`src/rtl/rr_arb_pkg.sv`:
```
// Shared types, widths and the winner-search helper for the 16-way round-robin arbiter.
package rr_arb_pkg;

   localparam int unsigned NUM_REQ = 16;
   localparam int unsigned ADDR_W  = 4;
   localparam int unsigned HOLD_W  = 8;

   typedef enum logic [1:0] {
      IDLE  = 2'd0,
      GRANT = 2'd1
   } state_e;

   typedef struct packed {
      logic              found;
      logic [ADDR_W-1:0] index;
   } win_t;

   // First set request at or after ptr, ascending with wrap 15->0.
   // Walking the offsets downward lets the smallest offset overwrite last.
   function automatic win_t next_winner(input logic [NUM_REQ-1:0] req,
                                        input logic [ADDR_W-1:0]  ptr);
      win_t              w;
      logic [ADDR_W-1:0] idx;
      w = '0;
      for (int i = NUM_REQ - 1; i >= 0; i--) begin
         idx = ptr + ADDR_W'(i);
         if (req[idx]) begin
            w.found = 1'b1;
            w.index = idx;
         end
      end
      return w;
   endfunction

endpackage

```
`src/rtl/dec_4_to_16.sv`:
```
// Plain 4-to-16 binary-to-one-hot decoder.
module dec_4_to_16 (
   input  logic [3:0]  i_addr,
   output logic [15:0] o_dec
);

   // One bit set at the position given by the address.
   always_comb begin
      o_dec = 16'h0001 << i_addr;
   end

endmodule

```
`src/rtl/rr_arb_16.sv`:
```
// 16-requester round-robin arbiter with bounded hold time and a registered winner address.
module rr_arb_16
   import rr_arb_pkg::*;
#(
   parameter int unsigned MAX_HOLD = 8
) (
   input  logic                CLK,
   input  logic                RST,
   input  logic [NUM_REQ-1:0]  REQ,
   output logic                GNT_VALID,
   output logic [ADDR_W-1:0]   ADDR,
   output logic [NUM_REQ-1:0]  DEC,
   output logic [HOLD_W-1:0]   HOLD_CNT
);

   localparam logic [HOLD_W-1:0] LP_MAX_HOLD = HOLD_W'(MAX_HOLD);

   state_e              r_state;
   logic                r_gnt_valid;
   logic [ADDR_W-1:0]   r_addr;
   logic [ADDR_W-1:0]   r_ptr;
   logic [HOLD_W-1:0]   r_hold_cnt;

   logic [ADDR_W-1:0]   w_search_ptr;
   win_t                w_win;
   logic                w_keep;
   logic [NUM_REQ-1:0]  w_dec_raw;

   // A release edge searches from just past the current grantee, not the stale pointer.
   always_comb begin
      w_search_ptr = (r_state == GRANT) ? (r_addr + ADDR_W'(1)) : r_ptr;
      w_win        = next_winner(REQ, w_search_ptr);
      w_keep       = REQ[r_addr] && (r_hold_cnt < LP_MAX_HOLD);
   end

   // Arbitration FSM: pointer, grantee address and hold counter.
   always_ff @(posedge CLK or posedge RST) begin
      if (RST) begin
         r_state     <= IDLE;
         r_gnt_valid <= 1'b0;
         r_addr      <= '0;
         r_ptr       <= '0;
         r_hold_cnt  <= '0;
      end else begin
         case (r_state)
            IDLE: begin
               if (w_win.found) begin
                  r_addr      <= w_win.index;
                  r_gnt_valid <= 1'b1;
                  r_hold_cnt  <= HOLD_W'(1);
                  r_state     <= GRANT;
               end
            end
            GRANT: begin
               if (w_keep) begin
                  r_hold_cnt <= r_hold_cnt + HOLD_W'(1);
               end else begin
                  r_ptr <= r_addr + ADDR_W'(1);
                  if (w_win.found) begin
                     r_addr     <= w_win.index;
                     r_hold_cnt <= HOLD_W'(1);
                  end else begin
                     r_gnt_valid <= 1'b0;
                     r_hold_cnt  <= '0;
                     r_state     <= IDLE;
                  end
               end
            end
            default: begin
               r_state     <= IDLE;
               r_gnt_valid <= 1'b0;
               r_hold_cnt  <= '0;
            end
         endcase
      end
   end

   dec_4_to_16 u_dec (
      .i_addr (r_addr),
      .o_dec  (w_dec_raw)
   );

   // Gate the decoded address so the strobe bus is all zero whenever no grant is active.
   always_comb begin
      DEC = w_dec_raw & {NUM_REQ{r_gnt_valid}};
   end

   assign GNT_VALID = r_gnt_valid;
   assign ADDR      = r_addr;
   assign HOLD_CNT  = r_hold_cnt;

endmodule

```
`config.mk`:
```
export PLATFORM = sky130hd
export DESIGN_NAME = rr_arb_16
export DESIGN_NICKNAME = d
export VERILOG_FILES = /design/src/rtl/rr_arb_pkg.sv /design/src/rtl/dec_4_to_16.sv /design/src/rtl/rr_arb_16.sv
export SDC_FILE = /design/constraint.sdc
export NUM_CORES = 1
export LEC_CHECK = 0
export CORE_ASPECT_RATIO = 1.2
export CORE_MARGIN = 2
export CORE_UTILIZATION = 35
export DETAILED_ROUTE_END_ITERATION = 12
export DONT_BUFFER_PORTS = 1
export GPL_TIMING_DRIVEN = 0
export PLACE_DENSITY = 0.6
export SLEW_MARGIN = 20
export SYNTH_ARGS = -nofsm -noshare
export SYNTH_HDL_FRONTEND = slang
export SYNTH_HIERARCHICAL = 1
export SYNTH_SLANG_ARGS = --single-unit
export TNS_END_PERCENT = 100
```
`constraint.sdc`:
```
create_clock -name CLK -period 3.6 [get_ports CLK]
set_input_delay 0.72 -clock CLK [delete_from_list [all_inputs] [get_ports CLK]]
set_output_delay 0.72 -clock CLK [all_outputs]
set_load 0.02 [all_outputs]
```
==> impl_metrics.csv, run 1 <==
group,metric,value,unit
outcome,status,"finished, violations left",
outcome,violations,"negative setup slack",
drt,viasPerCell,6.26,
clocking,cts_root_buffer,"clkbuf_16",
yosys,synth_top_cell_by_area,"mux4_2",
yosys,yosysMostFrequentCell,"nand2_1",
floorplanning,ios,47,
drt,drt_pass1_iterations,5,
clocking,clk_latency,250,ps
drt,wire_per_inst,21.1,µm
clocking,htree_levels,1,
yosys,synth_edf_count,0,
cells_and_area,area_growth_syn_to_layout,31.7,%
yosys,ys.flop_type,"dfrtp_1",
cells_and_area,num-fill-cells,919,
yosys,synth_area,0.00338,mm²
critical_path,crit_chain,"ha_4 > xor2_2 > mux2_4 > clkbuf_16 > ha_4 > mux2i_4 > nand2_1 > mux4_2 > or4_4 > o21ai_4 > mux2i_1 > o31ai_1",
grt,grt_pass1_vias,3378,
grt,track_usage,0.219,
critical_path,crit_arrival,4030,ps
critical_path,critPathSlowestCell,"dfrtp_4",
cells_and_area,nets,463,
yosys,netlist.area_leader.share,0.160,
yosys,async_reset_ff_frac,1.00,
timing,fin_setup_tns,-2170,ps
yosys,synth_warnings,6,
floorplanning,die_h,112,µm
grt,grt_pass1_wl,18.2,mm
drt,drtIter0Drc,235,
yosys,synth_compound_area_frac,0.158,
critical_path,cp-start-kind,"flip-flop",
flow_run,drv_cap,0,
timing,hold_viol_final,0,
yosys,synthAdderAreaFrac,0.0296,
critical_path,path_common_cell,"ha_4",
placed_design,dp_slack,-1040,ps
critical_path,cp-end-kind,"flip-flop",
critical_path,cp.required,3730,ps
floorplanning,initial_utilization,0.357,
timing,setup_viol_count_final,13,
clocking,cts_max_path_buffers,2,
yosys,synth_xor_area_frac,0.0363,
floorplanning,coreArea,0.00947,mm²
critical_path,critPathMaxStageDelay,570,ps
clocking,clk_pin_slew_worst_paths,50,ps
yosys,ys_seq_elements,17,
cells_and_area,antenna_cells,0,
drt,wl,11.8,mm
yosys,synth_cell_type_count,65,
timing,period_share,1.08,
timing,period_needed,3900,ps
yosys,synth-simple-area-share,0.256,
cells_and_area,regArea,433,µm²
timing,finalMaxSlewViolations,0,
min_path,hp-class,"input pin to asynchronous set/reset pin",
clocking,cts_buffers,3,
timing,max_freq,256,MHz
yosys,synthTopCellsByCount,"41 x nand2_1, 38 x nor2_1, 30 x mux2i_1",
drt,postRouteAntennaNets,0,
placed_design,gp_congestion,0.931,
timing,worst_slack,-299,ps
yosys,synth.avg_cell_area,8.77,µm²
critical_path,path_max_fanout,7,
critical_path,crit_type,"flip-flop to flip-flop",
floorplanning,num_rows,39,
timing,rsz0062_at_grt,"true",
timing,finalClockSkew,0.892,ps
placed_design,port_buffers,0,
yosys,yosys-top-cells-area,"mux4_2 16%, dfrtp_1 13%, mux2i_1 8.9%, mux2_2 7.0%, nand2_1 4.6%",
grt,grt_max_degree,18,
yosys,synth_fp_nets,411,
floorplanning,die-area,0.0105,mm²
clocking,cts_tree,"yes",
timing,worst_slew_pin_slew,698,ps
grt,antenna_found_initial,0,
timing,slew_headroom,0.534,
cells_and_area,drive_gt1_frac,0.420,
yosys,synth_mux_area_frac,0.337,
clocking,cts_num_sinks,17,
yosys,netlist_instances,385,
drt,vias,3499,
cells_and_area,multi_input_area,0.00309,mm²
floorplanning,die_w,93.7,µm
placed_design,post-dp-hpwl,8.08,mm
drt,post-route-drc-count,0,
grt,grt.overflow.total,0,
yosys,yosysSeqAreaShare,0.126,
yosys,synth_top_family_by_area,"multiplexers",
per-layer routing:
metal | GRT usage | wire length, µm
met1 | 0.277 | 4590
met2 | 0.380 | 5810
met3 | 0.0223 | 837
met4 | 0.0870 | 533
met5 | 0 | 0
worst paths after layout:
check	depth (start not counted)	from	slack (ps)	end
worst max-delay path	12	ADDR[1]	-300	ADDR[1]
worst min-delay path	1	RST	450	HOLD_CNT[4]
worst max register to register	12	ADDR[1]	-300	ADDR[1]
worst min register to register	2	r_ptr[3]	530	r_ptr[3]
max in group asynchronous	1	RST	2680	ADDR[1]
min in group CLK	2	r_ptr[3]	530	r_ptr[3]
cell type report:
| cell class | count | share of cell area |
|---|---|---|
| repair buffers | 52 | 0.0917 |
| plain buffers | 20 | 0.0484 |
| clock inverters | 1 | 0.00113 |
| well taps | 123 | 0.0346 |
| clock buffers | 3 | 0.0169 |
| inverters | 14 | 0.0158 |
| flip-flops and latches | 17 | 0.0974 |
| multi-input cells | 329 | 0.694 |
state kept, by name, indices dropped and copies added (netlist names):
register / flops
ADDR: 4
HOLD_CNT: 8
r_ptr: 4
GNT_VALID: 1
worst max-delay path, delay by kind of cell, from the launching register on:
family	cells	cell delay, ps
simple gates	2	570
buf+inv	1	180
compound gates	2	320
xor+xnor	1	140
fa+ha+maj	2	540
flops	1	570
mux	4	1430
cell usage in the layout, fill, tap and decap left out, types with 6 or more instances in the layout:
master	netlist	layout
and2_1	22	22
nor2_2	0	7
xnor2_1	12	6
mux2i_4	2	9
inv_1	11	8
o221ai_1	8	7
o21ai_0	9	7
a21oi_1	10	10
nor3_1	6	6
mux2_2	21	19
mux4_2	24	24
mux2i_1	30	21
dfrtp_1	17	13
and4bb_2	6	6
nand2_1	41	41
nor2_1	38	31
buf_4	4	50
nand3_1	14	14
metrics by stage:
step | hold slack [ps] | cell area (µm²) | instances | utilization
after floorplan | 480 | 3590 | 385 | -
after global placement | 490 | 3740 | 508 | 0.395
after detailed placement | 500 | 3740 | 508 | 0.395
after CTS | 466 | 4210 | 542 | 0.445
after global routing | 501 | 4450 | 559 | 0.470
final | 446 | 4450 | 559 | 0.470
logic make-up after synthesis:
family / Yosys count
and+or+nand+nor: 157
muxes: 78
AOI/OAI and AO/OA: 72
buffers and inverters: 39
DFF: 17
xor gates and xnor gates: 14
adders and majority gates: 8
repair_timing:
| item | CTS | global route |
|---|---|---|
| gates resized for setup | 33 | 29 |
| setup endpoints to repair | 13 | 13 |
| setup buffers | 34 | 17 |
| hold buffers | 0 | 0 |
| gates cloned | 1 | 0 |
| pin swaps | 9 | 13 |
Power of run 1 is not shown: default switching activity piles up to over one toggle a cycle in this logic, so the estimate is an artifact.
==> run 2: changes to the inputs <==
Settings changed: CELL_PAD_IN_SITES_DETAIL_PLACEMENT set to 0, CELL_PAD_IN_SITES_GLOBAL_PLACEMENT set to 1, PLACE_DENSITY 0.6 to 0.72.
==> impl_metrics.csv, run 2 (same netlist as run 1, synthesis figures left out) <==
group,metric,value,unit
timing,setup_viol_count_final,12,
floorplanning,die_h,112,µm
timing,max_freq,257,MHz
grt,antenna_found_initial,0,
grt,grt_pass1_vias,3290,
critical_path,cp-start-kind,"flip-flop",
floorplanning,die_w,93.7,µm
timing,worst_slack,-290,ps
cells_and_area,layout_common_cells,"40 x nand2_1, 39 x buf_4, 36 x nor2_1",
critical_path,crit_arrival,4010,ps
critical_path,cp-end-kind,"flip-flop",
grt,track_usage,0.222,
floorplanning,initial_utilization,0.357,
drt,postRouteAntennaNets,0,
clocking,cts_root_buffer,"clkbuf_16",
clocking,cts_tree,"yes",
drt,vias,3450,
cells_and_area,utilization,0.450,
timing,period_needed,3890,ps
cells_and_area,area_growth_syn_to_layout,26.1,%
critical_path,critPathMaxStageDelay,570,ps
timing,slew_headroom,0.525,
timing,finalMaxSlewViolations,0,
floorplanning,die-area,0.0105,mm²
placed_design,post-dp-hpwl,8.41,mm
critical_path,path_max_fanout,7,
outcome,violations,"negative setup slack",
cells_and_area,num-fill-cells,911,
clocking,clk_latency,240,ps
critical_path,path_common_cell,"mux2i_1",
outcome,status,"finished, violations left",
drt,drt_pass1_iterations,4,
floorplanning,num_rows,39,
cells_and_area,nets,449,
critical_path,crit_type,"flip-flop to flip-flop",
critical_path,critPathSlowestCell,"or4_4",
placed_design,port_buffers,0,
floorplanning,coreArea,0.00947,mm²
critical_path,crit_family,"multiplexers",
clocking,cts_num_sinks,17,
clocking,cts_max_path_buffers,2,
clocking,htree_levels,1,
drt,drtIter0Drc,306,
timing,worst_slew_pin_slew,712,ps
drt,post-route-drc-count,0,
min_path,hp-class,"input pin to asynchronous set/reset pin",
timing,rsz0062_at_grt,"true",
cells_and_area,final_common_cell,"nand2_1",
clocking,clk_pin_slew_worst_paths,50,ps
grt,grt_max_degree,18,
grt,grt.overflow.total,0,
critical_path,path_buf_inv,5,
cells_and_area,largest_reg_flops,8,
critical_path,cp.required,3720,ps
timing,period_share,1.08,
cells_and_area,antenna_cells,0,
drt,wl,11.7,mm
cells_and_area,drive_gt1_frac,0.379,
grt,grt_pass1_wl,18.3,mm
drt,wire_per_inst,21.5,µm
placed_design,gp_congestion,0.900,
clocking,cts_buffers,3,
critical_path,crit_chain,"buf_6 > clkinv_2 > mux2_4 > inv_8 > buf_12 > buf_4 > mux2_2 > mux2i_1 > o221ai_1 > or2_4 > or4_4 > o21ai_4 > mux2i_1 > o31ai_1",
timing,hold_viol_final,0,
floorplanning,ios,47,
timing,finalClockSkew,2.82,ps
drt,viasPerCell,6.33,
flow_run,drv_cap,0,
==> run 2: timing repair <==
item                                    in CTS  in global routing
gates resized for setup                     34                 15
pin swaps                                   10                  5
endpoints found under the setup margin      13                 13
buffers inserted                            30                  8
hold buffers                                 0                  0
hold endpoints to repair                     0                  0
==> run 2: per-stage QoR <==
step | TNS [ps] | instance area [µm²] | cells | worst slack, ps | hold WS (ps)
6_report | -1850 | 4260 | 545 | -290 | 466
3_5_place_dp | -10780 | 3740 | 508 | -1250 | 496
5_1_grt | -3260 | 4260 | 545 | -387 | 505
4_1_cts | -2890 | 4140 | 537 | -296 | 467
2_1_floorplan | -150 | 3590 | 385 | -113 | 480
3_3_place_gp | -10540 | 3740 | 508 | -1310 | 490
==> run 2: path summary, 6_finish.rpt <==
kind | startpoint | endpoint | slack, ps | cells after the start
max | GNT_VALID | ADDR[1] | -290 | 14
min | RST | HOLD_CNT[7] | 470 | 1
max reg2reg | GNT_VALID | ADDR[1] | -290 | 14
min reg2reg | r_ptr[2] | r_ptr[2] | 530 | 1
max in group asynchronous | RST | ADDR[1] | 2630 | 1
min in group CLK | r_ptr[2] | r_ptr[2] | 530 | 1
==> run 2: layout make-up <==
type                       instances  area (µm²)  area share
clock inverter                     1        5.00     0.00118
tap                              123         154      0.0361
buffer                            20         208      0.0488
clock buffer                       3        75.1      0.0176
multi-input combinational        329        3030       0.712
inverter                          14        70.1      0.0165
timing repair buffer              38         280      0.0658
sequential                        17         433       0.102
==> run 2: per-layer routing <==
metal  up-vias  part of all wire  global-route usage
met3        37             0.070              0.0325
li1       1552                 -                   -
met5         -                 0                   0
met1      1705              0.39               0.284
met4         0             0.050               0.101
met2       156              0.49               0.368
Power of run 2 is left out for the same reason.
